## src/rtl/cpu_pkg.sv

```systemverilog
// Shared datapath types: divider FSM state encoding and iteration-count helper.
package cpu_pkg;

  typedef enum logic [1:0] {
    IDLE = 2'd0,
    ITER = 2'd1,
    FIX  = 2'd2
  } div_state_t;

  localparam int DIV_WIDTH = 32;

  // One restoring step per quotient bit.
  function automatic int div_iters(input int width);
    return width;
  endfunction

  localparam int DIV_ITERS = div_iters(DIV_WIDTH);

endpackage

```

## src/rtl/div_step.sv

```systemverilog
// One restoring-division step on unsigned magnitudes: shift {rem,quo} left, trial-subtract divisor.
module div_step #(
  parameter int WIDTH = 32
) (
  input  logic [WIDTH-1:0] rem,
  input  logic [WIDTH-1:0] quo,
  input  logic [WIDTH-1:0] divisor,
  output logic [WIDTH-1:0] rem_next,
  output logic [WIDTH-1:0] quo_next
);

  logic [WIDTH-1:0] rem_sh;
  logic [WIDTH:0]   trial;

  // rem < divisor <= 2^(WIDTH-1), so the shifted remainder always fits WIDTH bits.
  assign rem_sh   = {rem[WIDTH-2:0], quo[WIDTH-1]};
  assign trial    = {1'b0, rem_sh} - {1'b0, divisor};
  assign rem_next = trial[WIDTH] ? rem_sh : trial[WIDTH-1:0];
  assign quo_next = {quo[WIDTH-2:0], ~trial[WIDTH]};

endmodule

```

## src/rtl/div.sv

```systemverilog
// Sequential signed divider (MIPS DIV semantics): lo = quotient toward zero, hi = remainder.
module div
  import cpu_pkg::*;
#(
  parameter int WIDTH = DIV_WIDTH
) (
  input  logic             clk,
  input  logic             reset,
  input  logic [WIDTH-1:0] x,
  input  logic [WIDTH-1:0] y,
  input  logic             div_control,
  output logic [WIDTH-1:0] hi,
  output logic [WIDTH-1:0] lo,
  output logic             operando,
  output logic             fim,
  output logic             div_zero,
  output div_state_t       state
);

  localparam int CNT_W = $clog2(WIDTH);
  localparam logic [CNT_W-1:0] LAST = CNT_W'(div_iters(WIDTH) - 1);

  div_state_t       state_next;
  logic [CNT_W-1:0] cnt;
  logic [WIDTH-1:0] rem, quo, divisor;
  logic [WIDTH-1:0] rem_next, quo_next;
  logic [WIDTH-1:0] x_mag, y_mag;
  logic             sign_q, sign_r;
  logic             start_ok, start_zero;

  // Two's-complement magnitude; the most negative value maps onto itself, read as unsigned.
  assign x_mag = x[WIDTH-1] ? -x : x;
  assign y_mag = y[WIDTH-1] ? -y : y;

  div_step #(.WIDTH(WIDTH)) u_step (
    .rem      (rem),
    .quo      (quo),
    .divisor  (divisor),
    .rem_next (rem_next),
    .quo_next (quo_next)
  );

  always_ff @(posedge clk or negedge reset) begin
    if (!reset) state <= IDLE;
    else        state <= state_next;
  end

  always_comb begin
    state_next = state;
    start_ok   = 1'b0;
    start_zero = 1'b0;
    case (state)
      IDLE: begin
        if (div_control) begin
          if (y == '0) begin
            start_zero = 1'b1;
          end else begin
            start_ok   = 1'b1;
            state_next = ITER;
          end
        end
      end
      ITER:    if (cnt == LAST) state_next = FIX;
      FIX:     state_next = IDLE;
      default: state_next = IDLE;
    endcase
  end

  always_ff @(posedge clk or negedge reset) begin
    if (!reset) begin
      cnt      <= '0;
      rem      <= '0;
      quo      <= '0;
      divisor  <= '0;
      sign_q   <= 1'b0;
      sign_r   <= 1'b0;
      hi       <= '0;
      lo       <= '0;
      operando <= 1'b0;
      fim      <= 1'b0;
      div_zero <= 1'b0;
    end else begin
      fim <= 1'b0;
      case (state)
        IDLE: begin
          if (start_ok) begin
            quo      <= x_mag;
            divisor  <= y_mag;
            rem      <= '0;
            cnt      <= '0;
            sign_q   <= x[WIDTH-1] ^ y[WIDTH-1];
            sign_r   <= x[WIDTH-1];
            operando <= 1'b1;
            div_zero <= 1'b0;
          end else if (start_zero) begin
            div_zero <= 1'b1;
            fim      <= 1'b1;
          end
        end
        ITER: begin
          rem <= rem_next;
          quo <= quo_next;
          cnt <= cnt + 1'b1;
        end
        FIX: begin
          lo       <= sign_q ? -quo : quo;
          hi       <= sign_r ? -rem : rem;
          operando <= 1'b0;
          fim      <= 1'b1;
        end
        default: ;
      endcase
    end
  end

endmodule

```

## config.mk

```make
export PLATFORM = sky130hd
export DESIGN_NAME = div
export DESIGN_NICKNAME = d
export VERILOG_FILES = /design/src/rtl/cpu_pkg.sv /design/src/rtl/div_step.sv /design/src/rtl/div.sv
export SDC_FILE = /design/constraint.sdc
export NUM_CORES = 1
export LEC_CHECK = 0
export CORE_UTILIZATION = 40
export DETAILED_ROUTE_END_ITERATION = 10
export GPL_TIMING_DRIVEN = 1
export PLACE_DENSITY = 0.7
export SYNTH_ARGS = -nofsm -noshare
export SYNTH_HDL_FRONTEND = slang
export SYNTH_SLANG_ARGS = --single-unit
```

## constraint.sdc

```tcl
create_clock -name clk -period 4.1 [get_ports clk]
set_input_delay 0.41 -clock clk [delete_from_list [all_inputs] [get_ports clk]]
set_output_delay 0.41 -clock clk [all_outputs]
set_load 0.05 [all_outputs]
```

# Word level (Yosys, flattened, before mapping)
# Index checks and enable logic that the tools add are counted.
dict set report word_totals {
  in_bits 67
  ff_bits 172
  word_cells 65
}
dict set report op_classes {
  bitwise_logic 2
  n_reduce_logical 10
  n_eq_ne 7
  mux 28
  addsub 6
}
# cell n
set ops {}
lappend ops {{32-bit 2-to-1 mux} 7}
lappend ops {{32-bit negator} 4}
lappend ops {{32-bit case mux with 2 select lines} 2}
lappend ops {{32-bit by 32-bit subtractor with 33-bit output} 1}
lappend ops {{32-bit logical NOT} 1}
lappend ops {{1-bit 2-to-1 mux} 11}
lappend ops {{5-bit case mux with 2 select lines} 1}
lappend ops {{2-bit != test, second input constant} 4}
lappend ops {{2-bit AND reduction} 4}
lappend ops {{2-bit 2-to-1 mux} 3}
lappend ops {{2-bit nonzero test} 3}
lappend ops {{5-bit by 1-bit adder with 5-bit output, second input constant} 1}
lappend ops {{5-bit == test, second input constant} 1}
lappend ops {{5-bit 2-to-1 mux} 1}
lappend ops {{1-bit case mux with 2 select lines} 2}
lappend ops {{2-bit case mux with 2 select lines} 1}
lappend ops {{3-bit AND reduction} 1}
lappend ops {{2-bit by 1-bit == test with 1-bit output, second input constant} 1}
lappend ops {{2-bit == test, second input constant} 1}
lappend ops {{2-bit logical NOT} 1}
lappend ops {{1-bit NOT} 1}
lappend ops {{1-bit XOR} 1}

# Logic depth before layout (Yosys ltp)
dict set report logic_depth {
  word_depth 7
  depth_mapped 13
  mapped_depth_nobuf 11
}

# Cells and area by module
# Synthesis repeated with hierarchy kept, for this count alone.
dict set report hier_totals {
  hier_cells 1332
  hier_area_um2 11542.3
}
# module instances area_each_um2 cells_per_inst
set modules_own_cells {}
lappend modules_own_cells {div 1 9085.0 951}
lappend modules_own_cells {div_step 1 2457.4 381}

# Worst setup path before layout
# Ideal clock, no wire load.
dict set report synth_path {
  path_type {reg-to-reg}
  start {reg quo[31]}
  end {reg rem[22]}
  slack_ns 1.241
  required_time_ns 4.031
  t_arrival_ns 2.790
  stages_incl_launch_ff 13
  path_cell_list {dfrtp_1 -> inv_1 -> ha_1 -> fa_1 -> nor2b_1 -> o2111ai_1 -> a21oi_1 -> nor2_1 -> o221ai_1 -> o41ai_1 -> buf_2 -> or4b_2 -> nand3_1}
}
dict set report synth_via {
  elab_chain_len 3
}
# element line_no
set synth_rtl {}
lappend synth_rtl {{start: declaration} div.sv:25} ;# logic [WIDTH-1:0] rem, quo, divisor;
lappend synth_rtl {{start signal: assignment} div.sv:87} ;# quo <= x_mag;
lappend synth_rtl {{start signal: assignment} div.sv:102} ;# quo <= quo_next;
lappend synth_rtl {{32-bit by 32-bit subtractor with 33-bit output} div_step.sv:17} ;# assign trial = {1'b0, rem_sh} - {1'b0, divisor};
lappend synth_rtl {{32-bit 2-to-1 mux} div_step.sv:18} ;# assign rem_next = trial[WIDTH] ? rem_sh : trial[WIDTH-1:0];
lappend synth_rtl {{32-bit case mux with 2 select lines} div.sv:84} ;# case (state)
lappend synth_rtl {{end signal: assignment} div.sv:101} ;# rem <= rem_next;
lappend synth_rtl {{end: declaration} div.sv:25}
# No other way between the ends.
# A chain may end at the register's enable or synchronous reset.

# Worst setup path in the final report
dict set report layout_path {
  start {reg rem[12]}
  end {reg rem[19]}
}
dict set report layout_via {
  elab_chain_len 3
}
# element line_no
set layout_rtl {}
lappend layout_rtl {{32-bit by 32-bit subtractor with 33-bit output} div_step.sv:17}
lappend layout_rtl {{32-bit 2-to-1 mux} div_step.sv:18}
lappend layout_rtl {{32-bit case mux with 2 select lines} div.sv:84}
# No other way between the ends.

==> flow_summary.rst <==
.. list-table::
   :header-rows: 1

   * - Metric
     - Value
   * - Clk_lat worst skew
     - ~0.44 ns
   * - Worst hold path type
     - in2async
   * - Endpoint required time on the critical path
     - between 4 and 5 ns
   * - Most frequent standard cell in the layout excluding fill and tap cells
     - nand2_1
   * - Beginning of the worst register-to-register path
     - rem[12]
   * - Endpoint arrival time on the critical path
     - about 3.7 ns
   * - Via count of the first global-routing pass
     - between 9000 and 10000
   * - Distinct cells, synth
     - just over 70
   * - GRT Total Usage
     - a little over a fifth
   * - Total power
     - roughly 0.012 W
   * - Post-Place Setup Slack
     - between 0.4 and 0.5 ns
   * - Number of synthesized register bits
     - ~170
   * - Max frequency
     - between 0.2 and 0.3 GHz
   * - Net count of the mapped netlist
     - between 1000 and 1500
   * - Count of flip-flops with a built-in enable after synthesis
     - 0
   * - Die area
     - approximately 29000 um2
   * - TritonCTS clock tree
     - done
   * - Lkg Pwr
     - 5.74 nW
   * - Violated checks
     - DRC
   * - Category of the worst setup path capture point
     - register
   * - Power per cell area
     - 872 nW/um2
   * - Instance area after placement
     - 12900 um2
   * - Fin. Hold Viols
     - 0
   * - Maximum number of pins on one net before global-route repair
     - between 100 and 150
   * - Shortest clock period the worst path allows after layout
     - 3.43 ns
   * - Run status
     - complete, but fails checks
   * - Number of fill cells
     - approximately 2600
   * - Type of origin of the critical path
     - register
   * - Ratio of cells with drive above 1 in the final layout
     - 6.29%
   * - Finish-stage setup viols
     - 0
   * - Number of max-cap violations
     - 0
   * - Clock Root Buffer
     - clkbuf_16
   * - Highest-count cells in the layout ignoring fill and taps
     - nand2_1 (200), o21ai_0 (196), dfrtp_1 (172), clkdlybuf4s50_1 (134), xor2_1 (87)
   * - Number of design-rule violations left by the first detailed-router iteration
     - just over 800
   * - Input/output buffers
     - around 140
   * - Cell at the slowest stage of the critical path
     - o41ai_2
   * - Final ANT Viol Nets
     - 0
   * - Nets
     - 1508
   * - Area of all sequential standard cells
     - approximately 4300 um2
   * - Residual overflow from global routing
     - 0
   * - DRT Pass-1 Iters
     - 8
   * - Unrepaired setup endpoints after global routing
     - false
   * - Half-perimeter wire length after placement
     - roughly 23000 um
   * - Routed wire length
     - just under 30000 um
   * - Mean Syn Cell Area
     - roughly 8.6 um2
   * - Worst-case setup margin in the final layout
     - ~0.67 ns
   * - CTS clk-pin slew, worst paths
     - about 0.070 ns
   * - Worst setup path startpoint
     - rem[12]
   * - Worst slew pin tran
     - approximately 1.1 ns
   * - Number of buffers inserted for hold repair after clock tree synthesis
     - 0
   * - Yosys Warn Count
     - 0
   * - Synth-to-layout area growth
     - 20.6%
   * - Aggregate negative setup slack
     - 0 ns
   * - Number of cells upsized or downsized after cts
     - 0
   * - H-tree depth
     - 4
   * - Slew margin rel.
     - a little under a quarter
   * - Critical path class
     - reg2reg
   * - DRC viols
     - 2
   * - Num CTS Buffers
     - 17
   * - Final antenna diode count
     - 0
   * - Syn Inst Count
     - 1305
   * - Flip-flop cell with the highest count after synthesis
     - dfrtp_1
   * - Final period util
     - between 80% and 90%
   * - Number of setup buffers added after CTS
     - 0
   * - Via total after detailed routing
     - 9857
   * - DIE WIDTH
     - 170 um
   * - Sequential-to-total area share from yosys stat
     - a little under two fifths
   * - RD Place Congestion
     - 0.912
   * - Number of antenna violations at the first check in global routing
     - 0
   * - Syn Std Cell Area
     - approximately 11000 um2
   * - CP Max Fanout
     - 22
   * - I/O Pins
     - roughly 140
   * - Starting Density
     - about two fifths
   * - Post-route standard cell area excluding fillers
     - 13600 um2
   * - CP peak stage delay
     - roughly 0.60 ns
   * - Number of vias per cell after detailed routing
     - 5.50
   * - Standard-cell row count
     - 61
   * - Placeable Area
     - roughly 28000 um2
   * - Fraction of registers with async set or reset after synthesis
     - between 90% and 100%
   * - Pins over their slew limit
     - 0
   * - Multi-input gate area in the final layout
     - about 6400 um2
   * - Critical-path cell list
     - ha_1, a21oi_1, o21ai_0, a31o_2, nor2_1, o221ai_1, o41ai_2, buf_12, nand2b_1, buf_4, o211ai_1
   * - Maximum ir drop on the vdd rail
     - 0.396 mV
   * - CTS sink cnt
     - approximately 170
   * - Worst clock skew
     - about 0.011 ns
   * - Chip height
     - 170 um
   * - Maximum clock insertion buffer count
     - 2
   * - Average wire length per cell after detail routing
     - roughly 17 um
   * - First-pass GRT wire length
     - between 40000 and 50000 um
## synth_stat cells, types with 4 or more instances
master | number | area [um2]
nand2_1 | 200 | 751
o21ai_0 | 196 | 981
dfrtp_1 | 172 | 4300
xor2_1 | 87 | 762
xnor2_1 | 57 | 499
clkbuf_1 | 55 | 206
inv_1 | 50 | 188
nand3_1 | 50 | 250
nor2_1 | 50 | 188
a21oi_1 | 40 | 200
ha_1 | 39 | 488
o31ai_1 | 29 | 218
mux2i_1 | 25 | 250
o41ai_1 | 19 | 166
nor3_1 | 14 | 70.1
or3_1 | 14 | 87.6
a21o_1 | 13 | 97.6
nor2b_1 | 11 | 68.8
o211ai_1 | 10 | 75.1
buf_2 | 9 | 45.0
nand2b_1 | 9 | 56.3
nand4_1 | 9 | 56.3
nor4_1 | 9 | 56.3
a31oi_1 | 8 | 50.1
and3_1 | 8 | 50.1
o21ai_1 | 8 | 40.0
or4_1 | 8 | 60.1
a221o_1 | 7 | 70.1
a32oi_1 | 7 | 61.3
or2_2 | 7 | 43.8
o21a_1 | 6 | 45.0
a22oi_1 | 5 | 37.5
buf_4 | 5 | 37.5
buf_6 | 5 | 56.3
o221ai_1 | 5 | 43.8
buf_1 | 4 | 15.0
nor4_2 | 4 | 50.1
o21bai_1 | 4 | 30.0
or4_4 | 4 | 45.0
## worst max-delay path, delay by kind of cell, from the launching register on
family          cells  cell delay (ns)
compound gates      6             1.61
flops               1             0.49
buf+inv             2             0.48
fa+ha+maj           1             0.47
simple gates        2             0.24
## per-layer routing
metal | global-route usage, % | share of wire, %
met1 | 32.3 | 50
met4 | 6.27 | 1.6
met3 | 2.57 | 5.1
met2 | 31.7 | 43
met5 | 0 | 0
## flip-flops by register name (all words and copies together) (netlist names)
name      count
hi           32
rem          32
fim           1
div_zero      1
quo          32
operando      1
lo           32
sign_r        1
divisor      32
state         2
sign_q        1
cnt           5
## stage by stage
stage,utilization (%),std cells,hold slack [ns]
finish,49.0,1792,0.0171
global route,49.0,1792,0.0707
CTS,49.0,1792,0.0407
detailed placement,46.7,1760,0.470
global placement,46.7,1760,0.464
floorplan,-,1305,0.114
## area by class of cell
type                       count  area share (%)
clock buffer                  20            3.37
clock inverter                12            1.28
inverter                      50            1.38
multi-input combinational   1004            47.4
sequential                   172            31.7
tap                          378            3.49
timing repair buffer         156            11.4
## path summary, 6_finish.rpt
| kind | endpoint | slack [ns] | cells past startpoint |
|---|---|---|---|
| setup / recovery | rem[19] | 0.67 | 11 |
| hold / removal | hi[21] | 0.02 | 1 |
| setup reg to reg | rem[19] | 0.67 | 11 |
| hold reg to reg | lo[15] | 0.48 | 2 |
| max in group asynchronous | lo[10] | 3.17 | 2 |
| min in group clk | lo[15] | 0.48 | 2 |
## kinds of logic after synthesis
group / after synthesis / share of synthesized area, %
AOI/OAI and AO/OA: 381 / 20.9
DFF: 172 / 38.3
and+or+nand+nor: 413 / 17.9
adders and majority gates: 40 / 4.52
buffers and inverters: 129 / 4.92
xor gates and xnor gates: 144 / 11.2
muxes: 26 / 2.32
## power breakdown
| group | total, W | switching (W) | internal, W |
|---|---|---|---|
| logic | 0.00693 | 0.00408 | 0.00284 |
| clock network | 0.00175 | 0.000736 | 0.00101 |
| registers | 0.00315 | 0.000808 | 0.00235 |
| total | 0.0118 | 0.00563 | 0.00620 |
Note: power is estimated with default switching activity, not from simulation.
